<file path="config.mk">
export PLATFORM = sky130hd
export DESIGN_NAME = pipe_issue_ctrl_flat
export DESIGN_NICKNAME = d
export VERILOG_FILES = /design/src/rtl/pipe_issue_ctrl_if.sv /design/src/rtl/pipe_issue_ctrl.sv /design/src/flat_wrapper.sv
export SDC_FILE = /design/constraint.sdc
export NUM_CORES = 1
export LEC_CHECK = 0
export CAP_MARGIN = 20
export CORE_UTILIZATION = 47
export CTS_BUF_LIST = sky130_fd_sc_hd__clkbuf_8
export CTS_CLUSTER_DIAMETER = 50
export DETAILED_ROUTE_END_ITERATION = 12
export PLACE_DENSITY_LB_ADDON = 0.25
export SYNTH_ARGS = -nofsm -noshare
export SYNTH_HDL_FRONTEND = slang
export SYNTH_SLANG_ARGS = --single-unit
</file>
<file path="constraint.sdc">
create_clock -name clk -period 3.5 [get_ports clk]
set_clock_uncertainty 0.15 [all_clocks]
set_input_delay 0.7 -clock clk [delete_from_list [all_inputs] [get_ports clk]]
set_output_delay 0.7 -clock clk [all_outputs]
set_load 0.02 [all_outputs]
</file>
<file path="src/rtl/pipe_issue_ctrl_if.sv">
// ---------------------------------------------------------------------------
// pipe_issue_ctrl_if
// Bundle between the instruction sources, the issue controller and the
// pipeline datapath.
//   req0_* / req1_* : two requesters, valid/ready handshake plus the
//                     instruction fields (f, rs1, rs2, rd, addr)
//   iss_*           : registered instruction presented to the pipeline
// Modports:
//   master : requester/pipeline side (drives requests, sees ready and iss_*)
//   slave  : pipe_issue_ctrl side
// ---------------------------------------------------------------------------
interface pipe_issue_ctrl_if #(
    parameter int M   = 3,
    parameter int FUN = 3,
    parameter int ADR = 8
);
    logic           req0_valid;
    logic           req0_ready;
    logic [FUN-1:0] req0_f;
    logic [M-1:0]   req0_rs1;
    logic [M-1:0]   req0_rs2;
    logic [M-1:0]   req0_rd;
    logic [ADR-1:0] req0_addr;

    logic           req1_valid;
    logic           req1_ready;
    logic [FUN-1:0] req1_f;
    logic [M-1:0]   req1_rs1;
    logic [M-1:0]   req1_rs2;
    logic [M-1:0]   req1_rd;
    logic [ADR-1:0] req1_addr;

    logic           iss_valid;
    logic           iss_src;
    logic [FUN-1:0] iss_f;
    logic [M-1:0]   iss_rs1;
    logic [M-1:0]   iss_rs2;
    logic [M-1:0]   iss_rd;
    logic [ADR-1:0] iss_addr;

    modport master (
        output req0_valid, req0_f, req0_rs1, req0_rs2, req0_rd, req0_addr,
        output req1_valid, req1_f, req1_rs1, req1_rs2, req1_rd, req1_addr,
        input  req0_ready, req1_ready,
        input  iss_valid, iss_src, iss_f, iss_rs1, iss_rs2, iss_rd, iss_addr
    );

    modport slave (
        input  req0_valid, req0_f, req0_rs1, req0_rs2, req0_rd, req0_addr,
        input  req1_valid, req1_f, req1_rs1, req1_rs2, req1_rd, req1_addr,
        output req0_ready, req1_ready,
        output iss_valid, iss_src, iss_f, iss_rs1, iss_rs2, iss_rd, iss_addr
    );
endinterface

</file>
<file path="src/rtl/pipe_issue_ctrl.sv">
// ---------------------------------------------------------------------------
// pipe_issue_ctrl
// Issue controller for the read / ALU / writeback / store pipeline. Two
// requesters are arbitrated round-robin; a destination scoreboard holds back
// instructions whose used sources are still being produced. One registered
// instruction per cycle is driven onto iss_*.
//
// Ports:
//   clk        : clock, all state on rising edge
//   rst_n      : asynchronous active-low reset
//   bus        : pipe_issue_ctrl_if.slave (requests, readies, iss_* outputs)
//   issue_cnt  : saturating handshake count   (only with PIPE_PERF_EN)
//   stall_cnt  : saturating stall-cycle count (only with PIPE_PERF_EN)
//
// Optional feature macro: PIPE_PERF_EN adds the two performance counters.
// ---------------------------------------------------------------------------
module pipe_issue_ctrl #(
    parameter int M      = 3,
    parameter int FUN    = 3,
    parameter int ADR    = 8,
    parameter int WB_LAT = 2
) (
    input  logic             clk,
    input  logic             rst_n,
    pipe_issue_ctrl_if.slave bus
`ifdef PIPE_PERF_EN
    ,
    output logic [15:0]      issue_cnt,
    output logic [15:0]      stall_cnt
`endif
);
    typedef enum logic {
        PTR_REQ0 = 1'b0,
        PTR_REQ1 = 1'b1
    } ptr_t;

    localparam logic [FUN-1:0] F_NOT_A = FUN'(6);  // uses rs1 only
    localparam logic [FUN-1:0] F_NOT_B = FUN'(7);  // uses rs2 only

    // The oldest slot of the WB_LAT-deep chain never blocks: a consumer
    // accepted while its producer sits there reads operands after the
    // producer's writeback. Only the younger WB_LAT-1 slots need storage.
    localparam int SB_D = (WB_LAT > 1) ? WB_LAT - 1 : 1;

    function automatic logic src_hit(input logic [FUN-1:0] f,
                                     input logic [M-1:0]   rs1,
                                     input logic [M-1:0]   rs2,
                                     input logic [M-1:0]   rd);
        return ((f != F_NOT_B) && (rs1 == rd)) ||
               ((f != F_NOT_A) && (rs2 == rd));
    endfunction

    ptr_t           ptr_reg, ptr_next;
    logic           hz0, hz1;
    logic           ok0, ok1;
    logic           grant0, grant1;
    logic           hs;

    logic [FUN-1:0] sel_f;
    logic [M-1:0]   sel_rs1, sel_rs2, sel_rd;
    logic [ADR-1:0] sel_addr;

    logic           iss_valid_reg;
    logic           iss_src_reg;
    logic [FUN-1:0] iss_f_reg;
    logic [M-1:0]   iss_rs1_reg, iss_rs2_reg, iss_rd_reg;
    logic [ADR-1:0] iss_addr_reg;

    // -----------------------------------------------------------------------
    // Scoreboard shift chain and hazard detection
    // -----------------------------------------------------------------------
    genvar gi;
    generate
        if (WB_LAT > 1) begin : g_sb
            logic [SB_D-1:0]        sb_valid_reg;
            logic [SB_D-1:0][M-1:0] sb_rd_reg;
            logic [SB_D-1:0]        hit0, hit1;

            always_ff @(posedge clk or negedge rst_n) begin
                if (!rst_n) begin
                    sb_valid_reg <= '0;
                    sb_rd_reg    <= '0;
                end else begin
                    sb_valid_reg[0] <= hs;
                    sb_rd_reg[0]    <= sel_rd;
                    for (int k = 1; k < SB_D; k++) begin
                        sb_valid_reg[k] <= sb_valid_reg[k-1];
                        sb_rd_reg[k]    <= sb_rd_reg[k-1];
                    end
                end
            end

            for (gi = 0; gi < SB_D; gi++) begin : g_hit
                assign hit0[gi] = sb_valid_reg[gi] &&
                    src_hit(bus.req0_f, bus.req0_rs1, bus.req0_rs2, sb_rd_reg[gi]);
                assign hit1[gi] = sb_valid_reg[gi] &&
                    src_hit(bus.req1_f, bus.req1_rs1, bus.req1_rs2, sb_rd_reg[gi]);
            end

            assign hz0 = |hit0;
            assign hz1 = |hit1;
        end else begin : g_no_sb
            assign hz0 = 1'b0;
            assign hz1 = 1'b0;
        end
    endgenerate

    // -----------------------------------------------------------------------
    // Round-robin arbitration; a blocked requester yields to the other one
    // -----------------------------------------------------------------------
    assign ok0 = bus.req0_valid && !hz0;
    assign ok1 = bus.req1_valid && !hz1;

    always_comb begin
        grant0 = 1'b0;
        grant1 = 1'b0;
        if (ptr_reg == PTR_REQ0) begin
            grant0 = ok0;
            grant1 = ok1 && !ok0;
        end else begin
            grant1 = ok1;
            grant0 = ok0 && !ok1;
        end
    end

    assign hs             = grant0 || grant1;
    assign bus.req0_ready = grant0;
    assign bus.req1_ready = grant1;

    // Priority moves to the requester that was not just served
    always_comb begin
        ptr_next = ptr_reg;
        if (grant0) begin
            ptr_next = PTR_REQ1;
        end else if (grant1) begin
            ptr_next = PTR_REQ0;
        end
    end

    always_ff @(posedge clk or negedge rst_n) begin
        if (!rst_n) begin
            ptr_reg <= PTR_REQ0;
        end else begin
            ptr_reg <= ptr_next;
        end
    end

    // -----------------------------------------------------------------------
    // Issue register
    // -----------------------------------------------------------------------
    always_comb begin
        sel_f    = bus.req0_f;
        sel_rs1  = bus.req0_rs1;
        sel_rs2  = bus.req0_rs2;
        sel_rd   = bus.req0_rd;
        sel_addr = bus.req0_addr;
        if (grant1) begin
            sel_f    = bus.req1_f;
            sel_rs1  = bus.req1_rs1;
            sel_rs2  = bus.req1_rs2;
            sel_rd   = bus.req1_rd;
            sel_addr = bus.req1_addr;
        end
    end

    // Fields hold their last value when nothing issues; only iss_valid drops
    always_ff @(posedge clk or negedge rst_n) begin
        if (!rst_n) begin
            iss_valid_reg <= 1'b0;
            iss_src_reg   <= 1'b0;
            iss_f_reg     <= '0;
            iss_rs1_reg   <= '0;
            iss_rs2_reg   <= '0;
            iss_rd_reg    <= '0;
            iss_addr_reg  <= '0;
        end else begin
            iss_valid_reg <= hs;
            if (hs) begin
                iss_src_reg  <= grant1;
                iss_f_reg    <= sel_f;
                iss_rs1_reg  <= sel_rs1;
                iss_rs2_reg  <= sel_rs2;
                iss_rd_reg   <= sel_rd;
                iss_addr_reg <= sel_addr;
            end
        end
    end

    assign bus.iss_valid = iss_valid_reg;
    assign bus.iss_src   = iss_src_reg;
    assign bus.iss_f     = iss_f_reg;
    assign bus.iss_rs1   = iss_rs1_reg;
    assign bus.iss_rs2   = iss_rs2_reg;
    assign bus.iss_rd    = iss_rd_reg;
    assign bus.iss_addr  = iss_addr_reg;

    // -----------------------------------------------------------------------
    // Performance counters
    // -----------------------------------------------------------------------
`ifdef PIPE_PERF_EN
    logic        stall;
    logic [15:0] issue_cnt_reg, stall_cnt_reg;

    assign stall = (bus.req0_valid || bus.req1_valid) && !hs;

    always_ff @(posedge clk or negedge rst_n) begin
        if (!rst_n) begin
            issue_cnt_reg <= '0;
            stall_cnt_reg <= '0;
        end else begin
            if (hs && (issue_cnt_reg != 16'hFFFF)) begin
                issue_cnt_reg <= issue_cnt_reg + 16'd1;
            end
            if (stall && (stall_cnt_reg != 16'hFFFF)) begin
                stall_cnt_reg <= stall_cnt_reg + 16'd1;
            end
        end
    end

    assign issue_cnt = issue_cnt_reg;
    assign stall_cnt = stall_cnt_reg;
`endif

endmodule

</file>
<file path="src/flat_wrapper.sv">
// flat-port wrapper written by rule: the top's interface ports become plain ports
module pipe_issue_ctrl_flat 
#(
    parameter int M      = 3,
    parameter int FUN    = 3,
    parameter int ADR    = 8,
    parameter int WB_LAT = 2
)
  (clk, rst_n, bus_req0_valid, bus_req0_f, bus_req0_rs1, bus_req0_rs2, bus_req0_rd, bus_req0_addr, bus_req1_valid, bus_req1_f, bus_req1_rs1, bus_req1_rs2, bus_req1_rd, bus_req1_addr, bus_req0_ready, bus_req1_ready, bus_iss_valid, bus_iss_src, bus_iss_f, bus_iss_rs1, bus_iss_rs2, bus_iss_rd, bus_iss_addr);
  pipe_issue_ctrl_if #(.M(M), .FUN(FUN), .ADR(ADR)) bus_i ();
  input  logic clk;
  input  logic rst_n;
  input wire logic [$bits(bus_i.req0_valid)-1:0] bus_req0_valid;
  input wire logic [$bits(bus_i.req0_f)-1:0] bus_req0_f;
  input wire logic [$bits(bus_i.req0_rs1)-1:0] bus_req0_rs1;
  input wire logic [$bits(bus_i.req0_rs2)-1:0] bus_req0_rs2;
  input wire logic [$bits(bus_i.req0_rd)-1:0] bus_req0_rd;
  input wire logic [$bits(bus_i.req0_addr)-1:0] bus_req0_addr;
  input wire logic [$bits(bus_i.req1_valid)-1:0] bus_req1_valid;
  input wire logic [$bits(bus_i.req1_f)-1:0] bus_req1_f;
  input wire logic [$bits(bus_i.req1_rs1)-1:0] bus_req1_rs1;
  input wire logic [$bits(bus_i.req1_rs2)-1:0] bus_req1_rs2;
  input wire logic [$bits(bus_i.req1_rd)-1:0] bus_req1_rd;
  input wire logic [$bits(bus_i.req1_addr)-1:0] bus_req1_addr;
  output wire logic [$bits(bus_i.req0_ready)-1:0] bus_req0_ready;
  output wire logic [$bits(bus_i.req1_ready)-1:0] bus_req1_ready;
  output wire logic [$bits(bus_i.iss_valid)-1:0] bus_iss_valid;
  output wire logic [$bits(bus_i.iss_src)-1:0] bus_iss_src;
  output wire logic [$bits(bus_i.iss_f)-1:0] bus_iss_f;
  output wire logic [$bits(bus_i.iss_rs1)-1:0] bus_iss_rs1;
  output wire logic [$bits(bus_i.iss_rs2)-1:0] bus_iss_rs2;
  output wire logic [$bits(bus_i.iss_rd)-1:0] bus_iss_rd;
  output wire logic [$bits(bus_i.iss_addr)-1:0] bus_iss_addr;
  assign bus_i.req0_valid = bus_req0_valid;
  assign bus_i.req0_f = bus_req0_f;
  assign bus_i.req0_rs1 = bus_req0_rs1;
  assign bus_i.req0_rs2 = bus_req0_rs2;
  assign bus_i.req0_rd = bus_req0_rd;
  assign bus_i.req0_addr = bus_req0_addr;
  assign bus_i.req1_valid = bus_req1_valid;
  assign bus_i.req1_f = bus_req1_f;
  assign bus_i.req1_rs1 = bus_req1_rs1;
  assign bus_i.req1_rs2 = bus_req1_rs2;
  assign bus_i.req1_rd = bus_req1_rd;
  assign bus_i.req1_addr = bus_req1_addr;
  assign bus_req0_ready = bus_i.req0_ready;
  assign bus_req1_ready = bus_i.req1_ready;
  assign bus_iss_valid = bus_i.iss_valid;
  assign bus_iss_src = bus_i.iss_src;
  assign bus_iss_f = bus_i.iss_f;
  assign bus_iss_rs1 = bus_i.iss_rs1;
  assign bus_iss_rs2 = bus_i.iss_rs2;
  assign bus_iss_rd = bus_i.iss_rd;
  assign bus_iss_addr = bus_i.iss_addr;
  pipe_issue_ctrl #(.M(M), .FUN(FUN), .ADR(ADR), .WB_LAT(WB_LAT)) u_core (.clk(clk), .rst_n(rst_n), .bus(bus_i));
endmodule
</file>
==> results_dict.tcl, run 1 <==
set metrics [dict create \
    max_cap_violations 0 \
    dp_slack_ps -53.1 \
    grt_pass1_vias 1507 \
    dpl.hpwl_um 3170 \
    synth_top_area_frac 0.418 \
    synth_nets 181 \
    first_iter_violations 92 \
    tightest_slew_ps 787 \
    p_per_area_nw_per_um2 558 \
    grt_max_degree 27 \
    max_freq_mhz 303 \
    drt_first_pass_iters 4 \
    die_x_um 59.5 \
    crit_family "buffers and inverters" \
    nNetsFinal 256 \
    drc 0 \
    power.switching_uw 469 \
    sw_frac_of_total 0.352 \
    synth.largest_area_cell "dfrtp_1" \
    crit_slowest_cell "clkdlybuf4s50_1" \
    leakage_nw 0.912 \
    cts_tree "done" \
    via_per_inst 5.65 \
    grt_usage 0.264 \
    hold_viol 0 \
    cts-resized-gates 2 \
    clock_latency_ps 270 \
    hold_buffers 0 \
    timing.final.setup_violations 0 \
    hold_class "reg -> reg" \
    setup.worst_path.class "in -> out" \
    gr-total-overflow 0 \
    power_frac_seq 0.334 \
    dieArea_um2 3550 \
    path_cells "clkdlybuf4s50_1 > and3_1 > nor4_4 > o21ai_2 > and2_1 > a21oi_1 > dlygate4sd2_1" \
    slowest_delay_ps 430 \
    wl_um 4360 \
    start_kind "input pin" \
    layout.cells.non_filler 255 \
    avgSynthCellArea_um2 11.4 \
    yosysUniqueCellTypes 25 \
    cp-end-kind "primary output" \
    status "completed" \
    io_pins 68 \
    syn_area_um2 1560 \
    start_util 0.502 \
    finalCriticalPeriod_ps 3300 \
    cts_made_buffers 3 \
    cts_max_level 1 \
    cts_root_buf "clkbuf_8" \
    grt_pass1_wl_um 7000 \
    die_height_um 59.5 \
    critPathBufInv 2 \
    yosysWarningCount 0 \
    ys_ff_latch 26 \
    wl_per_cell_um 17.1 \
    netlist_top_cells_area "dfrtp_1 (42%), o221a_2 (13%), o211ai_1 (9.6%)" \
    rows 20 \
    syn_inst 137 \
    clkPwrFrac 0.185 \
    largest_reg_flops 8 \
    globalplace.congestion 0.939 \
    period_share 0.943 \
    internal_power_uw 864 \
    path_clk_slew_ps 90 \
    synth_seq_area_share 0.418 \
    vias 1440 \
    fin_ws_ps 200 \
    cp_max_fo 2 \
    drive_gt1_frac 0.213 \
    cts_max_path_buffers 2 \
    rsz0062_at_grt "no" \
    post_cts_buffers 0 \
    cp_data_required_time_ps 2650 \
    peakVddDrop_v 0.000434 \
    drtAntennaViolNets 0 \
    crit_arrival_ps 2450 \
    cts.sinks 26 \
    syn2layout_area_growth_pct 53.5 \
    p_comb_frac 0.481 \
    core_area_um2 3100 \
    slew_headroom 0.475 \
    antenna_found_initial 0 \
    diodes 0 \
    port_buffers 67 \
    finalMaxSlewViolations 0 \
    dp_cells 251 \
]
[worst register-to-register path: cells and delay by family, from the launching register on]
| kind | cells | cell delay (ps) |
|---|---|---|
| AOI/OAI and AO/OA | 3 | 1160 |
| xor gates and xnor gates | 1 | 270 |
| buffers and inverters | 2 | 420 |
| DFF | 1 | 460 |
| and+or+nand+nor | 1 | 70 |
[placed cells by master (no fill, tap or decap), types with 2 or more instances in the layout]
cell / n
clkdlybuf4s50_1: 65
dfrtp_1: 26
nor2b_1: 20
o211ai_1: 20
o221a_2: 18
buf_4: 15
xnor2_1: 6
xor2_1: 6
nand2_1: 5
mux2_2: 3
clkbuf_8: 3
o2111a_1: 2
and3_1: 2
o21a_1: 2
inv_1: 2
o21ai_2: 2
o221a_1: 2
dlygate4sd2_1: 2
[per-layer routing]
metal,part of all wire,global-route usage,vias to the layer above
met2,0.52,0.482,46
met3,0.049,0.0546,4
met5,0,0,-
met1,0.42,0.321,710
li1,-,-,680
met4,0.0083,0.0498,0
[cells by family after synthesis]
group / Yosys count / share of synthesized area
buffers and inverters: 14 / 0.0531
AOI/OAI and AO/OA: 52 / 0.313
and+or+nand+nor: 30 / 0.126
muxes: 3 / 0.0217
xor gates and xnor gates: 12 / 0.0675
DFF: 26 / 0.418
[synth_stat cells, drive strengths merged]
cell    count
o221a      20
o2111a      2
o21a        2
buf         4
a21boi      1
mux2        3
a21oi       1
o211ai     21
inv         2
and3        2
dfrtp      26
o22ai       1
nor2b      20
nor4        2
xnor2       6
nand2       5
and2        1
o21ai       2
a22o        1
xor2        6
clkbuf      8
o22a        1
[per-stage QoR]
stage	area (µm²)	utilization	TNS, ps	hold slack, ps	total power, mW
final	2390	0.770	0	405	1.33
after global placement	2320	0.748	-35.3	382	1.07
after detailed placement	2320	0.748	-85.4	385	1.09
after CTS	2390	0.770	0	411	1.34
after floorplan	1560	-	0	254	0.804
after global routing	2390	0.770	0	422	1.40
[power by group through the flow]
stage	registers [mW]	logic (mW)	clock network, mW
after CTS	0.445	0.644	0.249
after floorplan	0.535	0.269	0
after detailed placement	0.450	0.644	0
after global placement	0.444	0.630	0
final	0.445	0.642	0.247
after global routing	0.455	0.684	0.260
[area by class of cell]
cell class                 instances  area (µm²)
clock inverter                     1        30.0
inverter                           2        7.51
timing repair buffer              82         781
multi-input combinational         97         823
clock buffer                       3        41.3
sequential                        26         651
fill                             235         714
tap                               44        55.1
[final timing paths]
path                                          start                endpoint  slack, ps  cells past startpoint
setup / recovery                      bus_req1_f[0]          bus_req0_ready        200                      7
hold / removal               u_core.bus.iss_addr[5]  u_core.bus.iss_addr[5]        400                      1
setup reg to reg           u_core.g_sb.sb_rd_reg[0]   u_core.bus.iss_rs1[2]        910                      7
hold reg to reg              u_core.bus.iss_addr[5]  u_core.bus.iss_addr[5]        400                      1
max in group asynchronous                     rst_n    u_core.bus.iss_rd[1]       2300                      2
min in group asynchronous                     rst_n   u_core.bus.iss_rs1[0]        640                      2
Power figures use the tool's default switching activity.
==> run 2: changes to the inputs <==
--- a/config.mk
+++ b/config.mk
@@ -11,6 +11,7 @@
 export CTS_CLUSTER_DIAMETER = 50
 export DETAILED_ROUTE_END_ITERATION = 12
 export PLACE_DENSITY_LB_ADDON = 0.25
+export SLEW_MARGIN = 0
 export SYNTH_ARGS = -nofsm -noshare
 export SYNTH_HDL_FRONTEND = slang
 export SYNTH_SLANG_ARGS = --single-unit
==> results of run 2 <==
The final DEF is identical to that of run 1; final timing and power are the same.
==> run 3: changes to the inputs <==
--- a/config.mk
+++ b/config.mk
@@ -6,8 +6,7 @@
 export NUM_CORES = 1
 export LEC_CHECK = 0
 export CAP_MARGIN = 20
-export CORE_UTILIZATION = 47
-export CTS_BUF_LIST = sky130_fd_sc_hd__clkbuf_8
+export CORE_UTILIZATION = 40
 export CTS_CLUSTER_DIAMETER = 50
 export DETAILED_ROUTE_END_ITERATION = 12
 export PLACE_DENSITY_LB_ADDON = 0.25
==> run 3 against run 2 <==
Effect of this change:
- sequential cell count stayed put
- maximum frequency fell by 0.59%
- utilization shrank 12 points
- worst setup slack worse by 20 ps
- clock power rose by 2%
- hold slack gained 0.62 ps
- die area is 17% higher
- total power up 0.19%
- critical endpoint unchanged
- highest routed layer unchanged
==> results_dict.tcl, run 3 (synthesis gave the netlist of run 1 again) <==
set metrics [dict create \
    status "completed" \
    drc 0 \
    cts-resized-gates 2 \
    cts_made_buffers 3 \
    cts_tree "done" \
    via_per_inst 5.51 \
    finalMaxSlewViolations 0 \
    crit_arrival_ps 2470 \
    largest_reg_flops 8 \
    max_freq_mhz 301 \
    drtAntennaViolNets 0 \
    leakage_nw 0.907 \
    wl_per_cell_um 16.9 \
    start_util 0.422 \
    stdcell_area_um2 2390 \
    vias 1422 \
    cp-end-kind "primary output" \
    io_pins 68 \
    die_x_um 64.4 \
    port_buffers 67 \
    wl_um 4370 \
    rsz0062_at_grt "no" \
    drive_gt1_frac 0.210 \
    tightest_slew_ps 768 \
    nNetsFinal 255 \
    core_area_um2 3690 \
    max_cap_violations 0 \
    hold_viol 0 \
    p_comb_frac 0.476 \
    diodes 0 \
    power_frac_seq 0.336 \
    globalplace.congestion 0.903 \
    final_common_cell "clkdlybuf4s50_1" \
    clkPwrFrac 0.188 \
    dpl.hpwl_um 3220 \
    syn2layout_area_growth_pct 53.3 \
    die_height_um 64.4 \
    first_iter_violations 84 \
    grt_max_degree 27 \
    start_kind "input pin" \
    grt_pass1_wl_um 7300 \
    cts_root_buf "clkbuf_8" \
    hold_buffers 0 \
    internal_power_uw 863 \
    ff_latch_area_um2 651 \
    setup.worst_path.class "in -> out" \
    mostFrequentLayoutCells "clkdlybuf4s50_1 (65), dfrtp_1 (26), nor2b_1 (20), o211ai_1 (20), o221a_2 (18)" \
    dp_slack_ps -80.7 \
    rows 22 \
    finalCriticalPeriod_ps 3320 \
    dpl-instance-area_um2 2320 \
    cts_max_path_buffers 2 \
    peakVddDrop_v 0.000333 \
    p_per_area_nw_per_um2 560 \
    cts.sinks 26 \
    dieArea_um2 4140 \
    fillers 300 \
    cp_data_required_time_ps 2650 \
    timing.final.setup_violations 0 \
    path_clk_slew_ps 90 \
    hold_class "reg -> reg" \
    clock_latency_ps 270 \
    cp_max_fo 2 \
    post_cts_buffers 0 \
    drt_first_pass_iters 4 \
    cts_max_level 1 \
    slew_headroom 0.488 \
    multi_input_area_um2 823 \
    power.switching_uw 473 \
    antenna_found_initial 0 \
    fin_ws_ps 181 \
    period_share 0.948 \
    gr-total-overflow 0 \
    grt_pass1_vias 1514 \
    sw_frac_of_total 0.354 \
    grt_usage 0.227 \
]
[run 3: changes by cell type in the layout (fill, tap and decap cells not counted)]
| cell | delta |
|---|---|
| buf_4 | -1 |
[run 3: power groups by stage]
stage	clock [mW]	combinational (mW)	sequential (mW)
after CTS	0.252	0.639	0.448
final	0.252	0.635	0.449
after global placement	0	0.628	0.447
after detailed placement	0	0.641	0.452
after floorplan	0	0.269	0.535
after global routing	0.269	0.680	0.459
[run 3: final timing paths]
kind	startpoint	to	slack, ps	cells after the start
hold / removal	u_core.bus.iss_rs2[1]	u_core.bus.iss_rs2[1]	410	1
setup / recovery	bus_req1_f[0]	bus_req0_ready	180	7
min in group asynchronous	rst_n	u_core.bus.iss_rs1[0]	640	2
max in group asynchronous	rst_n	u_core.bus.iss_rd[1]	2310	2
hold reg to reg	u_core.bus.iss_rs2[1]	u_core.bus.iss_rs2[1]	410	1
setup reg to reg	u_core.g_sb.sb_rd_reg[1]	u_core.bus.iss_rs1[0]	940	7
[run 3: cell type report]
class                           count  area share
Clock buffer                        3      0.0173
Clock inverter                      1      0.0126
Inverter                            2     0.00315
Multi-Input combinational cell     97       0.345
Sequential cell                    26       0.273
Tap cell                           48      0.0252
Timing Repair Buffer               81       0.324
[run 3: routing by layer]
layer	track usage	wire length [µm]	part of all wire	up-vias
met3	0.0214	164	0.038	6
met2	0.386	2180	0.50	43
met4	0.0556	52	0.012	0
met5	0	0	0	-
li1	-	-	-	678
met1	0.310	1960	0.45	695
[run 3: critical path, stage by stage]
cell and delay (ps):
clkdlybuf4s50_1 430, and3_1 220, nor4_4 350, o21ai_2 110, and2_1 180, a21oi_1 130, dlygate4sd2_1 340
[run 3: through the flow]
| step | std cells | total power [mW] | setup TNS (ps) | hold WS, ps | utilization |
|---|---|---|---|---|---|
| 3_3_place_gp | 254 | 1.07 | -42.5 | 386 | 0.628 |
| 6_report | 258 | 1.34 | 0 | 405 | 0.647 |
| 5_1_grt | 258 | 1.41 | 0 | 421 | 0.647 |
| 2_1_floorplan | 137 | 0.804 | 0 | 254 | - |
| 3_5_place_dp | 254 | 1.09 | -94.3 | 389 | 0.628 |
| 4_1_cts | 258 | 1.34 | 0 | 412 | 0.647 |
